<file path="config.mk">
export PLATFORM = sky130hd
export DESIGN_NAME = accnet_tx_framer
export DESIGN_NICKNAME = d
export VERILOG_FILES = /design/src/rtl/accnet_tx_pkg.sv /design/src/rtl/accnet_axis_skid.sv /design/src/rtl/accnet_tx_framer.sv
export SDC_FILE = /design/constraint.sdc
export NUM_CORES = 1
export LEC_CHECK = 0
export CAP_MARGIN = 20
export CORE_ASPECT_RATIO = 0.7
export CORE_MARGIN = 2
export CORE_UTILIZATION = 64
export CTS_BUF_LIST = sky130_fd_sc_hd__clkbuf_4 sky130_fd_sc_hd__clkbuf_8 sky130_fd_sc_hd__clkbuf_16
export DETAILED_ROUTE_END_ITERATION = 8
export DONT_BUFFER_PORTS = 1
export GPL_TIMING_DRIVEN = 1
export HOLD_SLACK_MARGIN = 0.06
export PLACE_DENSITY = 0.8
export SYNTH_ARGS = -nofsm -noshare
export SYNTH_HDL_FRONTEND = slang
export SYNTH_HIERARCHICAL = 1
export SYNTH_SLANG_ARGS = --single-unit
</file>
<file path="constraint.sdc">
create_clock -name clk -period 3 [get_ports clk]
set_input_delay 0.6 -clock clk [delete_from_list [all_inputs] [get_ports clk]]
set_output_delay 0.6 -clock clk [all_outputs]
set_load 0.005 [all_outputs]
</file>
<file path="src/rtl/accnet_tx_pkg.sv">
// accnet_tx_pkg: shared constants, FSM state type and helpers for the
// accnet TX framer.
//   keep_from_count(r) : tkeep for a final beat carrying r valid bytes (1..8)
//   ceil_words(len)    : number of 64-bit payload words covering len bytes
package accnet_tx_pkg;

  localparam int DATA_W          = 64;
  localparam int KEEP_W          = 8;
  localparam int LEN_W           = 16;
  localparam int CNT_W           = 32;
  localparam int MIN_FRAME_BYTES = 60;
  localparam int MAX_FRAME_BYTES = 9600;

  typedef enum logic [1:0] {IDLE, DATA, PAD, DROP} state_t;

  function automatic logic [KEEP_W-1:0] keep_from_count(input logic [3:0] r);
    if (r >= 4'd8) return {KEEP_W{1'b1}};
    return (KEEP_W'(1) << r) - KEEP_W'(1);
  endfunction

  function automatic logic [LEN_W-1:0] ceil_words(input logic [LEN_W-1:0] len);
    return (len >> 3) + LEN_W'(|len[2:0]);
  endfunction

endpackage

</file>
<file path="src/rtl/accnet_axis_skid.sv">
// accnet_axis_skid: 2-entry AXI-Stream register slice.
//   s_valid/s_data/s_ready : upstream side; s_ready is registered (skid empty)
//   m_valid/m_data/m_ready : downstream side, fully registered
// A beat accepted at cycle n appears on m_* at n+1; full throughput when
// m_ready stays high. The skid entry absorbs the one beat in flight when
// the downstream stalls, so s_ready never depends combinationally on m_ready.
module accnet_axis_skid #(
  parameter int W = 74
) (
  input  logic         clk,
  input  logic         rst_n,
  input  logic         s_valid,
  input  logic [W-1:0] s_data,
  output logic         s_ready,
  output logic         m_valid,
  output logic [W-1:0] m_data,
  input  logic         m_ready
);

  logic [W-1:0] skid_data;
  logic         skid_valid;

  assign s_ready = !skid_valid;

  always_ff @(posedge clk or negedge rst_n) begin
    if (!rst_n) begin
      m_valid    <= 1'b0;
      m_data     <= '0;
      skid_valid <= 1'b0;
      skid_data  <= '0;
    end else if (!skid_valid) begin
      if (!m_valid || m_ready) begin
        m_valid <= s_valid;
        if (s_valid) m_data <= s_data;
      end else if (s_valid) begin
        skid_valid <= 1'b1;
        skid_data  <= s_data;
      end
    end else if (m_ready) begin
      // output register holds a valid beat whenever the skid is full
      m_data     <= skid_data;
      skid_valid <= 1'b0;
    end
  end

endmodule

</file>
<file path="src/rtl/accnet_tx_framer.sv">
// accnet_tx_framer: builds Ethernet frames for the CMAC tx AXI-Stream sink.
//   desc_valid/desc_len/desc_ready : one length descriptor per frame
//   in_valid/in_data/in_err/in_ready : little-endian 64-bit payload words
//   tx_valid/tx_data/tx_keep/tx_last/tx_user/tx_ready : core tx stream;
//     tx_user=1 on the last beat marks a bad frame
//   frames_sent / frames_dropped : wrapping statistics counters
// Short frames are zero-padded to MIN_FRAME_BYTES; illegal lengths are
// consumed from the payload stream and discarded.
//
// state | meaning
// IDLE  | waiting for a descriptor; bad flag cleared
// DATA  | forwarding payload words, masking bytes past the frame length
// PAD   | emitting all-zero beats up to the minimum frame length
// DROP  | swallowing payload words of an illegal-length frame
module accnet_tx_framer
  import accnet_tx_pkg::*;
#(
  parameter int DATA_WIDTH      = DATA_W,
  parameter int KEEP_WIDTH      = KEEP_W,
  parameter int LEN_WIDTH       = LEN_W,
  parameter int MIN_FRAME_BYTES = accnet_tx_pkg::MIN_FRAME_BYTES,
  parameter int MAX_FRAME_BYTES = accnet_tx_pkg::MAX_FRAME_BYTES,
  parameter int CNT_WIDTH       = CNT_W
) (
  input  logic                  clk,
  input  logic                  rst_n,
  input  logic                  desc_valid,
  input  logic [LEN_WIDTH-1:0]  desc_len,
  output logic                  desc_ready,
  input  logic                  in_valid,
  input  logic [DATA_WIDTH-1:0] in_data,
  input  logic                  in_err,
  output logic                  in_ready,
  output logic                  tx_valid,
  output logic [DATA_WIDTH-1:0] tx_data,
  output logic [KEEP_WIDTH-1:0] tx_keep,
  output logic                  tx_last,
  output logic                  tx_user,
  input  logic                  tx_ready,
  output logic [CNT_WIDTH-1:0]  frames_sent,
  output logic [CNT_WIDTH-1:0]  frames_dropped
);

  localparam int BW = DATA_WIDTH + KEEP_WIDTH + 2;
  localparam logic [LEN_WIDTH-1:0] MIN_LEN = LEN_WIDTH'(MIN_FRAME_BYTES);
  localparam logic [LEN_WIDTH-1:0] MAX_LEN = LEN_WIDTH'(MAX_FRAME_BYTES);
  localparam logic [LEN_WIDTH-1:0] BEAT_BYTES = LEN_WIDTH'(8);

  state_t                state, state_nxt;
  logic                  armed;
  logic [2:0]            len_tail;
  logic [LEN_WIDTH-1:0]  words_rem;
  logic [LEN_WIDTH-1:0]  bytes_rem;
  logic                  bad;

  logic                  push_valid;
  logic [DATA_WIDTH-1:0] push_data;
  logic [KEEP_WIDTH-1:0] push_keep;
  logic                  push_last;
  logic                  push_user;
  logic                  skid_ready;

  logic                  beat_last;
  logic                  final_word;
  logic [KEEP_WIDTH-1:0] byte_en;
  logic [DATA_WIDTH-1:0] masked;
  logic                  desc_fire;
  logic                  in_fire;

  assign beat_last  = (bytes_rem <= BEAT_BYTES);
  assign final_word = (words_rem == LEN_WIDTH'(1));
  assign desc_fire  = desc_valid && desc_ready;
  assign in_fire    = in_valid && in_ready;

  always_comb begin
    byte_en = {KEEP_WIDTH{1'b1}};
    masked  = '0;
    // only the final payload word can be partial; a tail of 0 means 8 bytes
    if (final_word) byte_en = keep_from_count({len_tail == 3'd0, len_tail});
    for (int b = 0; b < KEEP_WIDTH; b++)
      masked[8*b +: 8] = byte_en[b] ? in_data[8*b +: 8] : 8'h00;
  end

  always_comb begin
    state_nxt  = state;
    desc_ready = 1'b0;
    in_ready   = 1'b0;
    push_valid = 1'b0;
    push_data  = '0;
    push_keep  = {KEEP_WIDTH{1'b1}};
    push_last  = 1'b0;
    push_user  = 1'b0;
    case (state)
      IDLE: begin
        desc_ready = armed;
        if (desc_valid && armed)
          state_nxt = (desc_len == '0 || desc_len > MAX_LEN) ? DROP : DATA;
      end
      DATA: begin
        in_ready   = skid_ready;
        push_valid = in_valid;
        push_data  = masked;
        push_last  = beat_last;
        push_user  = beat_last && (bad || in_err);
        if (beat_last) push_keep = keep_from_count(bytes_rem[3:0]);
        if (in_valid && skid_ready && final_word)
          state_nxt = beat_last ? IDLE : PAD;
      end
      PAD: begin
        push_valid = 1'b1;
        push_last  = beat_last;
        push_user  = beat_last && bad;
        if (beat_last) push_keep = keep_from_count(bytes_rem[3:0]);
        if (skid_ready && beat_last) state_nxt = IDLE;
      end
      DROP: begin
        in_ready = (words_rem != '0);
        if (words_rem == '0) state_nxt = IDLE;
      end
      default: state_nxt = IDLE;
    endcase
  end

  always_ff @(posedge clk or negedge rst_n) begin
    if (!rst_n) begin
      state          <= IDLE;
      armed          <= 1'b0;
      len_tail       <= '0;
      words_rem      <= '0;
      bytes_rem      <= '0;
      bad            <= 1'b0;
      frames_sent    <= '0;
      frames_dropped <= '0;
    end else begin
      state <= state_nxt;
      armed <= 1'b1;
      if (tx_valid && tx_ready && tx_last) frames_sent <= frames_sent + CNT_WIDTH'(1);
      case (state)
        IDLE: begin
          bad <= 1'b0;
          if (desc_fire) begin
            len_tail  <= desc_len[2:0];
            words_rem <= ceil_words(desc_len);
            bytes_rem <= (desc_len < MIN_LEN) ? MIN_LEN : desc_len;
          end
        end
        DATA: if (in_fire) begin
          words_rem <= words_rem - LEN_WIDTH'(1);
          bytes_rem <= bytes_rem - BEAT_BYTES;
          bad       <= bad || in_err;
        end
        PAD: if (skid_ready) bytes_rem <= bytes_rem - BEAT_BYTES;
        DROP: begin
          if (words_rem == '0) frames_dropped <= frames_dropped + CNT_WIDTH'(1);
          else if (in_fire)    words_rem <= words_rem - LEN_WIDTH'(1);
        end
        default: ;
      endcase
    end
  end

  accnet_axis_skid #(.W(BW)) u_skid (
    .clk     (clk),
    .rst_n   (rst_n),
    .s_valid (push_valid),
    .s_data  ({push_user, push_last, push_keep, push_data}),
    .s_ready (skid_ready),
    .m_valid (tx_valid),
    .m_data  ({tx_user, tx_last, tx_keep, tx_data}),
    .m_ready (tx_ready)
  );

endmodule

</file>
== After elaboration in Yosys (flattened, before gate mapping) ==
Index checks and enable logic that the tools add are counted.

* Register bits: 253
* Bits of input ports: 86
* Output and inout bits: 141
* Logic and storage cells: 132

* Add/sub/neg operators: 7
* Magnitude comparators: 5
* Equality and inequality tests: 13
* Shifts and indexed selects: 2
* Mux-type cells: 55
* Bitwise operators: 2
* Reduce and logical (&&, ||, !) cells: 36

{| class="wikitable"
|+ Operator list
! operator !! number
|-
| $mux 74 || 4
|-
| $mux 8 || 16
|-
| $mux 16 || 7
|-
| $pmux 16 s3 || 2
|-
| $add 32x1->32 const B || 2
|-
| $mux 64 || 1
|-
| $logic_not 16->1 || 2
|-
| $ne 2x2->1 const B || 9
|-
| $eq 16x1->1 const B || 1
|-
| $gt 16x14->1 const B || 1
|-
| $le 16x4->1 const B || 1
|-
| $lt 16x6->1 const B || 1
|-
| $pmux 8 s2 || 1
|-
| $reduce_bool 16->1 || 1
|-
| $shl 1x4->8 const A || 2
|-
| $sub 16x1->16 const B || 1
|-
| $sub 16x4->16 const B || 1
|-
| $sub 8x2->8 const B || 2
|-
| $add 13x1->14 || 1
|-
| $mux 1 || 13
|-
| $mux 2 || 6
|-
| $logic_and 1x1->1 || 10
|-
| $reduce_and 3->1 || 3
|-
| $ge 4x4->1 const B || 2
|-
| 15 further kinds || 30
|}

== Longest topological paths before layout ==
* Depth in word-level cells: 11
* Depth in mapped cells: 11
* Mapped depth without buffers: 10

== Modules after synthesis ==
The synthesis kept the hierarchy.

{| class="wikitable"
|+ By module, submodules not included
! module !! instances !! cells each !! area each (µm²) !! sequential area each (µm²)
|-
| accnet_axis_skid || 1 || 406 || 6751.5 || 3753.6
|-
| accnet_tx_framer || 1 || 739 || 6576.3 || 2577.5
|}

== Worst setup path before layout ==
Ideal clock, no wire load.

* Path type: register to register
* From: register bytes_rem[9]
* To: register u_skid.m_data[64]
* Library setup time: 0.125 ns
* Arrival: 2.459 ns
* Data required time: 2.875 ns
* Slack: 0.416 ns
* Cell stages (with the launch flop): 9
* Path buffers: 1
* Period minus slack after synthesis: 2.584 ns
* Path through: dfrtp_1 or3_1 nor4_1 and3_1 and2_1 buf_2 or4b_1 mux2_2 mux2_2

* Longest elaborated chain between the ends: 6
* Elaborated cells between the ends (all ways): 7
* Classes of those cells: order compare: 1; mux: 6

{| class="wikitable"
|+ Ends and longest elaborated chain
! what !! line !! RTL
|-
| from (decl) || accnet_tx_framer.sv:53 || <nowiki>logic [LEN_WIDTH-1:0] bytes_rem;</nowiki>
|-
| from (signal assigned) || accnet_tx_framer.sv:144 || <nowiki>bytes_rem <= (desc_len < MIN_LEN) ? MIN_LEN : desc_len;</nowiki>
|-
| from (signal assigned) || accnet_tx_framer.sv:149 || <nowiki>bytes_rem <= bytes_rem - BEAT_BYTES;</nowiki>
|-
| from (signal assigned) || accnet_tx_framer.sv:152 || <nowiki>PAD: if (skid_ready) bytes_rem <= bytes_rem - BEAT_BYTES;</nowiki>
|-
| $le 16x4->1 (*) || accnet_tx_framer.sv:70 || <nowiki>assign beat_last = (bytes_rem <= BEAT_BYTES);</nowiki>
|-
| $mux 8, on equally long branches || accnet_tx_framer.sv:113, accnet_tx_framer.sv:105 ||
|-
| $pmux 8 s2 (*) || accnet_tx_framer.sv:93 || <nowiki>case (state)</nowiki>
|-
| via push_keep[0] || accnet_tx_framer.sv:58 || <nowiki>logic [KEEP_WIDTH-1:0] push_keep;</nowiki>
|-
| $mux 74 (*) || accnet_axis_skid.sv:34 || <nowiki>if (s_valid) m_data <= s_data;</nowiki>
|-
| $mux 74 (*) || accnet_axis_skid.sv:32 || <nowiki>if (!m_valid || m_ready) begin</nowiki>
|-
| $mux 74 (*) || accnet_axis_skid.sv:31 || <nowiki>end else if (!skid_valid) begin</nowiki>
|-
| to (signal assigned) || accnet_axis_skid.sv:34 ||
|-
| to (signal assigned) || accnet_axis_skid.sv:41 || <nowiki>m_data <= skid_data;</nowiki>
|-
| to (decl) || accnet_axis_skid.sv:16 || <nowiki>output logic [W-1:0] m_data,</nowiki>
|}

The timed path passes the listed nets; every way through them passes the cells marked *. The select of a mux whose other input is x is not followed.
A chain may end at the register's enable or synchronous reset.

== Worst setup path in the final report ==
* From: register words_rem[0]
* To: output port in_ready

* Longest elaborated chain between the ends: 2

{| class="wikitable"
|+ Ends and longest elaborated chain
! what !! line !! RTL
|-
| from (decl) || accnet_tx_framer.sv:52 || <nowiki>logic [LEN_WIDTH-1:0] words_rem;</nowiki>
|-
| from (signal assigned) || accnet_tx_framer.sv:143 || <nowiki>words_rem <= ceil_words(desc_len);</nowiki>
|-
| from (signal assigned) || accnet_tx_framer.sv:148 || <nowiki>words_rem <= words_rem - LEN_WIDTH'(1);</nowiki>
|-
| from (signal assigned) || accnet_tx_framer.sv:155 || <nowiki>else if (in_fire) words_rem <= words_rem - LEN_WIDTH'(1);</nowiki>
|-
| $reduce_bool 16->1 || accnet_tx_framer.sv:117 || <nowiki>in_ready = (words_rem != '0);</nowiki>
|-
| $pmux 1 s2 || accnet_tx_framer.sv:93 ||
|-
| to (decl) || accnet_tx_framer.sv:33 || <nowiki>output logic in_ready,</nowiki>
|}

Every way passes these cells.

==> impl_results.md <==
* Status: finished with violations
* Failing checks: negative hold slack
* Max Fclk at 344.9 MHz
* Detail Route Antenna Nets at 0
* Final hold slack at -220.4 ps
* Final setup fails at 0
* Die height at 124.7 um
* Fillers at 1441
* Post-synth top area share at 47.50%
* CTS tree: done
* Sinks on Clock Net at 253
* Async SR Flop Fraction at 100.0%
* CTS Buf Count at 25
* Post-DP HPWL at 20240 um
* Period utilisation layout at 96.65%
* Routed vias at 8864
* CTS max path bufs at 3
* # placed instances at 1386
* Drt drc at 0
* Max cap viols at 0
* First-pass GRT wire length at 48080 um
* GRT overflow at 0
* Synth Area per Inst at 11.64 sq um
* I/O Pins at 227
* DR vias/cell at 6.173
* Final min period at 2899 ps
* Post-synth EDFFs at 0
* Pin slew with the least headroom to its limit at 849.9 ps
* Synth area leaders: dfrtp_1, mux2_2, mux2_4
* Syn nets at 1247
* Routed WL per cell at 21.01 um
* Startpoint class of the critical path: register
* Synth warn at 6
* Initial Util at 64.73%
* Top_reg_cell synth: dfrtp_1
* CP cell instances: inv_1 -> ha_1 -> or4b_4 -> o41ai_4 -> nand2_2
* Cell types with the highest counts after synthesis: dfrtp_1, mux2_2, nand2_1
* Clk_lat worst skew at 520 ps
* Slew HR at 43.34%
* Layout Cells excl Fill at 1436
* Drt pass-1 iters at 5
* Slowest CP cell: or4b_4
* Initial antenna violation count at 6
* Seq/Total Area, Yosys at 47.50%
* CP arrival at 2300 ps
* Die width at 176.5 um
* Design Power at 13.19 mW
* Total negative slack at 0 ps
* Worst Hold Class: in -> async
* Final hold violations at 253
* RSZ-0062 raised after global routing: false
* Post-Syn Area at 13330 sq um
* Critical path class: reg -> out
* Largest net degree at the start of global routing at 254
* Drt total wl at 30170 um
* Area grow syn2layout at 7.980%
* Vias in the first global route at 8829
* Pwr/cell area at 916.7 nW/um^2
* Final max-slew violation count at 0
* Clock skew at 10.04 ps
* Die area at 22010 sq um
* Synth unique cells at 74
* Seq cells post-synth at 253
* IO buf count at 0
* Worst stage delay on the critical path at 510 ps
* Core Region at 20590 sq um
* Post-synthesis cell count at 1145
* Gpl congestion at 0.8921
* Crit path max fanout at 5
* CTS clock-pin slew for the worst setup and hold paths at 60 ps
* Yosys top cell by area: dfrtp_1
* Depth of the CTS H-tree at 1
* CP Data Required Time at 2400 ps
* Leak at 6.650 nW
* Worst VDD drop at 0.0008671 V
* Worst Setup End Kind: output pin
* DR iter-0 viols at 746
* Cell with the most instances after synthesis: dfrtp_1
* # rows at 44
* # nets final at 1240
* CTS root buf: clkbuf_16
* GRT Total Usage at 27.13%
* Share of cells above drive strength 1 at 27.47%
## registers in the layout, indices dropped and copies added (netlist names)
register           count
bytes_rem             16
u_skid/m_data         74
bad                    1
words_rem             16
frames_sent           32
u_skid/skid_valid      1
len_tail               3
u_skid/skid_data      74
armed                  1
u_skid/m_valid         1
state                  2
frames_dropped        32
## worst max-delay path, delay by kind of cell, from the launching register on
family          cells  cell delay [ps]
simple gates        2              650
flops               1              430
buf+inv             1              120
compound gates      1              390
fa+ha+maj           1              180
## final cells by class
| type | instances | area, sq um | area share, % |
|---|---|---|---|
| clock buffer | 32 | 709.4 | 4.930 |
| inverter | 38 | 142.6 | 0.9911 |
| clock inverter | 11 | 138.9 | 0.9650 |
| multi-input combinational | 801 | 6513 | 45.25 |
| sequential | 253 | 6335 | 44.02 |
| tap | 276 | 345.3 | 2.400 |
| timing repair buffer | 19 | 192.7 | 1.339 |
| antenna | 6 | 15.01 | 0.1043 |
## cells in the final DEF, fill, tap and decap left out, drive strengths merged, types with 4 or more instances in the layout
| master | n |
|---|---|
| and2 | 63 |
| nand2 | 71 |
| nor2 | 59 |
| nor4 | 22 |
| o21ai | 21 |
| a31oi | 12 |
| inv | 37 |
| nand4 | 23 |
| and3 | 17 |
| xnor2 | 32 |
| mux2 | 227 |
| o2bb2ai | 6 |
| o21a | 7 |
| dfrtp | 253 |
| clkbuf | 32 |
| nand2b | 6 |
| nor3 | 24 |
| diode | 6 |
| and4 | 4 |
| ha | 16 |
| buf | 19 |
| o31ai | 7 |
| a21oi | 29 |
| xor2 | 41 |
| nand3 | 38 |
| clkinv | 7 |
| or3 | 5 |
| o22a | 13 |
## path summary, 6_finish.rpt
kind                                        startpoint                              to  slack (ps)  cells past startpoint
max                           words_rem[0]$_DFFE_PN0P_                        in_ready         100                      5
min                                              rst_n   frames_dropped[4]$_DFFE_PN0P_        -220                      0
max reg2reg                   words_rem[0]$_DFFE_PN0P_  frames_dropped[21]$_DFFE_PN0P_         210                      7
min reg2reg                frames_sent[31]$_DFFE_PN0P_     frames_sent[31]$_DFFE_PN0P_         500                      1
max in group asynchronous                        rst_n     u_skid/skid_valid$_DFF_PN0_        2620                      0
min in group clk                           desc_len[0]        bytes_rem[0]$_DFFE_PN0P_         230                      2
## power by group
group	internal [mW]	total, mW	switching [mW]	leakage, nW
combinational	2.41	4.94	2.53	2.89
sequential	4.28	5.02	0.740	3.34
clock	1.92	3.24	1.32	0.420
## through the flow
stage                     hold WS, ps  cell area (sq um)  utilization [%]  worst slack, ps
final                          -220.4              14390            69.90            100.6
after CTS                      -240.7              14370            69.79            21.20
after global routing           -246.5              14390            69.90            9.756
after global placement          309.9              13510            65.64            371.1
after detailed placement        310.7              13510            65.64            239.1
after floorplan                 304.4              13330                -            415.8
## metal layers
layer  share of wire [%]  track usage (%)  vias up  routed length, um
li1                    -                -     4071                  -
met5                   0                0        -                  0
met2                  45            41.31      324              13530
met4                 2.7            7.535        0                816
met3                 8.8            7.479       52               2644
met1                  44            38.32     4417              13170
## cells by family after synthesis
group / Yosys count / synth area share [%]
AND/OR/NAND/NOR: 352 / 14.44
flip-flops: 253 / 47.50
multiplexers: 230 / 21.09
AO/OA/AOI/OAI: 128 / 6.797
buffers and inverters: 91 / 3.764
XOR/XNOR: 73 / 4.797
adder cells (fa/ha/maj): 17 / 1.577
other: 1 / 0.02814
## timing repair
| item | in CTS | in global routing |
|---|---|---|
| endpoints found under the setup margin | 1 | 1 |
| hold endpoints to repair | 253 | 253 |
| pin swaps | 1 | 0 |
| buffers inserted | 1 | 0 |
| gates resized for setup | 0 | 2 |
Power figures use the tool's default switching activity.
